File: src/rtl/lcd_8080_ctrl.sv
// APB slave that queues CPU writes and replays them as Intel-8080 style write cycles
// on the LCD panel bus, with programmable strobe timing and a completed-transfer counter.
module lcd_8080_ctrl #(
    parameter int FIFO_DEPTH = 4,
    parameter int DB_W       = 16,
    parameter int CNT_W      = 32
) (
    input  logic             clk_ext8m,
    input  logic             rst,
    input  logic             psel,
    input  logic             penable,
    input  logic             pwrite,
    input  logic [4:0]       paddr,
    input  logic [31:0]      pwdata,
    output logic [31:0]      prdata,
    output logic             pready,
    output logic [DB_W-1:0]  LCD_DB,
    output logic             LCD_RS,
    output logic             LCD_WR,
    output logic             LCD_RD,
    output logic             LCD_RST,
    output logic             lcd_pwrite,
    output logic [CNT_W-1:0] lcd_cnt
);
    localparam int AW = $clog2(FIFO_DEPTH);
    localparam logic [AW:0] FULL_LVL = (AW+1)'(FIFO_DEPTH);

    typedef enum logic [1:0] {IDLE, SETUP, LOW, HIGH} state_t;

    logic [DB_W:0]      fifo_q [FIFO_DEPTH];
    logic [AW:0]        wptr_q, rptr_q, fill;
    logic               full, empty, pop, push, push_req, wr_req, flush, busy;
    logic [2:0]         addr, fill3;
    logic [DB_W:0]      head;
    state_t             state_q;
    logic [7:0]         tmr_q, high_q;
    logic [15:0]        timing_q;
    logic               ctrl_rst_q, pwrite_q, wr_q, rs_q;
    logic [DB_W-1:0]    db_q;
    logic [CNT_W-1:0]   cnt_q;
    logic               unused_bits;

    // A programmed duration of 0 behaves as 1; the timer counts down to zero.
    function automatic logic [7:0] cycles_m1(input logic [7:0] v);
        return (v == 8'd0) ? 8'd0 : v - 8'd1;
    endfunction

    assign addr     = paddr[4:2];
    assign wr_req   = psel && penable && pwrite;
    assign push_req = wr_req && (addr == 3'd0 || addr == 3'd1);
    // Flush is never a push, so it cannot be stalled and needs no pready term.
    assign flush    = wr_req && addr == 3'd2 && pwdata[1];
    assign fill     = wptr_q - rptr_q;
    assign full     = fill == FULL_LVL;
    assign empty    = fill == '0;
    assign fill3    = 3'(fill);
    assign head     = fifo_q[rptr_q[AW-1:0]];
    assign pop      = !empty && !flush &&
                      (state_q == IDLE || (state_q == HIGH && tmr_q == 8'd0));
    assign pready   = !(push_req && full && !pop);
    assign push     = push_req && pready;
    assign busy     = state_q != IDLE || !empty;
    assign unused_bits = ^{pwdata, paddr[1:0]};

    always_comb begin
        prdata = '0;
        if (psel && penable && !pwrite) begin
            case (addr)
                3'd2:    prdata = {31'd0, ctrl_rst_q};
                3'd3:    prdata = {16'd0, timing_q};
                3'd4:    prdata = {25'd0, fill3, 1'b0, empty, full, busy};
                3'd5:    prdata = 32'(cnt_q);
                default: prdata = '0;
            endcase
        end
    end

    always_ff @(posedge clk_ext8m) begin
        if (push) fifo_q[wptr_q[AW-1:0]] <= {addr[0], pwdata[DB_W-1:0]};
    end

    always_ff @(posedge clk_ext8m or posedge rst) begin
        if (rst) begin
            wptr_q     <= '0;
            rptr_q     <= '0;
            timing_q   <= 16'h0202;
            ctrl_rst_q <= 1'b1;
            pwrite_q   <= 1'b0;
        end else begin
            pwrite_q <= wr_req && pready;
            if (flush) begin
                rptr_q <= wptr_q;
            end else begin
                if (push) wptr_q <= wptr_q + 1'b1;
                if (pop)  rptr_q <= rptr_q + 1'b1;
            end
            if (wr_req && addr == 3'd2) ctrl_rst_q <= pwdata[0];
            if (wr_req && addr == 3'd3) timing_q   <= pwdata[15:0];
        end
    end

    // Strobe sequencer: timing is sampled in SETUP so a running transfer keeps its shape.
    always_ff @(posedge clk_ext8m or posedge rst) begin
        if (rst) begin
            state_q <= IDLE;
            tmr_q   <= '0;
            high_q  <= '0;
            db_q    <= '0;
            rs_q    <= 1'b0;
            wr_q    <= 1'b1;
            cnt_q   <= '0;
        end else if (flush) begin
            state_q <= IDLE;
            wr_q    <= 1'b1;
            cnt_q   <= '0;
        end else begin
            case (state_q)
                IDLE: if (pop) begin
                    db_q    <= head[DB_W-1:0];
                    rs_q    <= head[DB_W];
                    state_q <= SETUP;
                end
                SETUP: begin
                    wr_q    <= 1'b0;
                    tmr_q   <= cycles_m1(timing_q[7:0]);
                    high_q  <= cycles_m1(timing_q[15:8]);
                    state_q <= LOW;
                end
                LOW: if (tmr_q == 8'd0) begin
                    wr_q    <= 1'b1;
                    cnt_q   <= cnt_q + 1'b1;
                    tmr_q   <= high_q;
                    state_q <= HIGH;
                end else begin
                    tmr_q <= tmr_q - 8'd1;
                end
                HIGH: if (tmr_q != 8'd0) begin
                    tmr_q <= tmr_q - 8'd1;
                end else if (pop) begin
                    db_q    <= head[DB_W-1:0];
                    rs_q    <= head[DB_W];
                    state_q <= SETUP;
                end else begin
                    state_q <= IDLE;
                end
                default: state_q <= IDLE;
            endcase
        end
    end

    assign LCD_DB     = db_q;
    assign LCD_RS     = rs_q;
    assign LCD_WR     = wr_q;
    assign LCD_RD     = 1'b1;
    assign LCD_RST    = ~ctrl_rst_q;
    assign lcd_pwrite = pwrite_q;
    assign lcd_cnt    = cnt_q;
endmodule

File: config.mk
export PLATFORM = sky130hd
export DESIGN_NAME = lcd_8080_ctrl
export DESIGN_NICKNAME = d
export VERILOG_FILES = /design/src/rtl/lcd_8080_ctrl.sv
export SDC_FILE = /design/constraint.sdc
export NUM_CORES = 1
export LEC_CHECK = 0
export BUFFER_PORTS_ARGS = -buffer_cell sky130_fd_sc_hd__buf_2
export CELL_PAD_IN_SITES_DETAIL_PLACEMENT = 0
export CELL_PAD_IN_SITES_GLOBAL_PLACEMENT = 1
export CORE_MARGIN = 2
export CORE_UTILIZATION = 45
export CTS_BUF_LIST = sky130_fd_sc_hd__clkbuf_8
export CTS_CLUSTER_DIAMETER = 40
export DETAILED_ROUTE_END_ITERATION = 6
export PLACE_DENSITY = 0.83
export SLEW_MARGIN = 30
export SYNTH_ARGS = -nofsm -noshare
export SYNTH_HDL_FRONTEND = slang
export SYNTH_SLANG_ARGS = --single-unit
export TNS_END_PERCENT = 10
File: constraint.sdc
create_clock -name clk_ext8m -period 3.9 [get_ports clk_ext8m]
set_clock_uncertainty 0.05 [all_clocks]
set_input_delay 0.39 -clock clk_ext8m [delete_from_list [all_inputs] [get_ports clk_ext8m]]
set_output_delay 0.39 -clock clk_ext8m [all_outputs]
set_load 0.01 [all_outputs]
==> results by group <==
Die
  • Die width: 136 microns
  • Die footprint: 18,500 sq um
  • Io pins: 128
  • Row cnt: 48
  • Initial Util: 0.456
  • Die Height: 136 microns
  • Core Area: 17,200 sq um

Synth
  • Top cell type's share of synthesized area: 0.281
  • Most used DFF post-synth: dfrtp_1
  • Netlist Area Pre-Place: 7830 sq um
  • Async SR Flop Fraction: 0.575
  • Synth cell count leaders: dfrtp_1, edfxtp_1, nor2_1
  • Post-synth net total: 715
  • Synthesized instance count: 654
  • #FFs+latches synth: 160
  • Synth area leader: dfrtp_1
  • Post-synth cell types: 63
  • Seq/Total Area, Yosys: 0.555
  • Synth top area cells: dfrtp_1, edfxtp_1, mux2_2
  • Post-synth EDFFs: 68
  • Avg Inst Size Synth: 12.0 sq um
  • Ys Warns: 0
  • Most common cell in the netlist: dfrtp_1

GRT
  • Congestion Overflow GR: 0
  • Global-route wire length before repair: 30.9 mm
  • Largest net degree at the start of global routing: 47
  • GRT busiest layer: met2
  • Met2 usage: 0.367
  • GR Layer Usage met1: 0.299
  • Vias in the first global route: 5,616
  • Initial antenna violation count: 0
  • Global Route Usage Sum: 0.220
  • Met3 Usage GRT: 0.0384

Drt
  • Drt drc: 0
  • Final Routed Wirelength: 19.4 mm
  • Initial drt markers: 489
  • Post-DRT Antenna Nets: 0
  • Via/cell ratio: 5.67
  • Routed len/inst: 19.3 microns
  • Via Count: 5,711
  • 1st-pass router iterations: 5

Finish
  • # nets final: 830
  • Final Non-Filler Cells: 1,007
  • Layout cells sized above 1: 0.294
  • Layout area overhead: 16.1%
  • Antenna fix cells: 0

Placed design
  • I/O Buffers: 108
  • Final HPWL DP: 13.6 mm
  • Gpl congestion: 0.949
  • Placed Cells: 974

Pwr
  • VDD IR-drop max: 0.317 mV
  • Pwr/cell area: 667 nW/um^2
  • Lkg Pwr: 3.74 nW

Critical path
  • R2R Setup Slk: 0.80 ns
  • Arrival time of the worst setup path: 2.94 ns
  • CP required: 3.46 ns
  • Worst Path Max Fanout: 5
  • Worst R2R Path Depth: 9
  • CP startpoint kind: flop
  • WS Path Type: flop to primary output
  • Nature of the critical path endpoint: primary output

Clock network
  • Num CTS Buffers: 17
  • CTS tree: done
  • Clk sink count: 160
  • CTS root buffer: clkbuf_8
  • H-tree levels: 4
  • Clock slew at reported path FFs: 0.09 ns
  • Longest Clk Path Bufs: 2
  • Worst-skew pair later-pin latency: 0.46 ns
  • Number of setup buffers added after CTS: 0

Timing
  • Final min period: 3.38 ns
  • Fmax achieved: 295 MHz
  • RSZ-0062 raised after global routing: no
  • Setup TNS: 0 ns
  • Worst Tran Pin Value: 0.853 ns
  • Final slew viol count: 0
  • Final setup violating endpoints: 0
  • Slew headroom: 0.431
  • Final hold vios: 0
  • Final period util: 0.868

Run status
  • Status: finished clean

Min path
  • Hold-critical path depth: 1
  • Min-Delay Path Class: primary input to flop

Flow run
  • Maxcap violations: 0
[power by group]
group	total, mW	switching, mW	internal (mW)
Combinational	2.21	1.20	1.01
Sequential	2.51	0.393	2.12
Clock	1.34	0.685	0.657
[cells by family (layout without fill, tap and decap cells)]
kind of cell               count (synthesis)  after routing  synth area share
muxes                                     55             55             0.103
AOI/OAI and AO/OA                        112            112            0.0981
xor gates and xnor gates                  35             35            0.0409
other                                      1              1          0.000479
and+or+nand+nor                          219            219             0.144
DFF                                      160            160             0.555
buffers and inverters                     53            181            0.0272
adders and majority gates                 19             19            0.0313
[timing repair]
action | 4_1_cts | 5_1_grt
resized for setup | 0 | 0
hold buffers | 0 | 1
hold endpoints to repair | 0 | 21
[worst paths after layout]
path / from / end
setup / recovery: wptr_q[0] / prdata[2]
max in group asynchronous: rst / lcd_cnt[31]
min in group asynchronous: rst / LCD_DB[12]
setup reg to reg: wptr_q[0] / LCD_DB[14]
hold / removal: pwdata[6] / fifo_q[0][6]
hold reg to reg: LCD_DB[7] / LCD_DB[7]
[layout by cell type, fill, tap and decap left out, types with 6 or more instances in the layout]
master | Yosys | layout
o21ai_0 | 30 | 30
inv_1 | 25 | 24
inv_6 | 0 | 6
nand4_1 | 10 | 10
nor3_1 | 16 | 16
nand3_1 | 15 | 15
xor2_1 | 10 | 10
nand2_1 | 49 | 49
clkbuf_8 | 0 | 17
mux2_2 | 35 | 35
nor4_1 | 6 | 6
a22oi_1 | 17 | 17
dfrtp_1 | 88 | 88
a31o_2 | 6 | 6
and2_1 | 22 | 22
buf_4 | 1 | 15
mux4_2 | 17 | 17
xnor2_1 | 24 | 24
a211oi_1 | 6 | 6
buf_2 | 2 | 108
edfxtp_1 | 68 | 68
a21oi_1 | 19 | 19
nor2_1 | 63 | 63
ha_1 | 18 | 18
[flip-flops by register name, indices dropped and copies added (netlist names), 2 cells and up]
register / cells
rptr_q: 3
timing_q: 16
tmr_q: 8
high_q: 8
lcd_cnt: 32
fifo_q: 68
LCD_DB: 16
wptr_q: 3
state_q: 2
[worst max-delay path: stages, from the launching register on]
cell and delay, ns:
dfrtp_1 0.41, inv_1 0.12, ha_1 0.23, fa_1 0.42, xnor3_1 0.36, nor2b_1 0.29
mux2_2 0.21, a22oi_1 0.06, nor2_1 0.20, buf_2 0.17
[per-stage QoR]
step           setup WS, ns  instance area [sq um]  utilization  power (mW)  hold WS (ns)
4_1_cts               0.558                   9080        0.529        6.09        0.0353
3_5_place_dp          0.825                   8650        0.504        4.75         0.437
3_3_place_gp          0.919                   8650        0.504        4.66         0.432
6_report              0.515                   9090        0.529        6.07         0.113
2_1_floorplan          1.07                   7830            -        4.02         0.396
5_1_grt               0.420                   9090        0.529        6.46        0.0858
[layout make-up]
type                       count  area [sq um]
inverter                      25          96.3
multi-input combinational    441          3270
clock buffer                  17           234
tap                          225           282
fill                        1511          8090
sequential                   160          4350
clock inverter                15           195
timing repair buffer         124           663
[metal layers]
layer | wire length [microns] | part of all wire
met1 | 8760 | 0.45
met2 | 9670 | 0.50
met3 | 806 | 0.042
met4 | 185 | 0.0095
met5 | 0 | 0
Note: power is estimated with default switching activity, not from simulation.
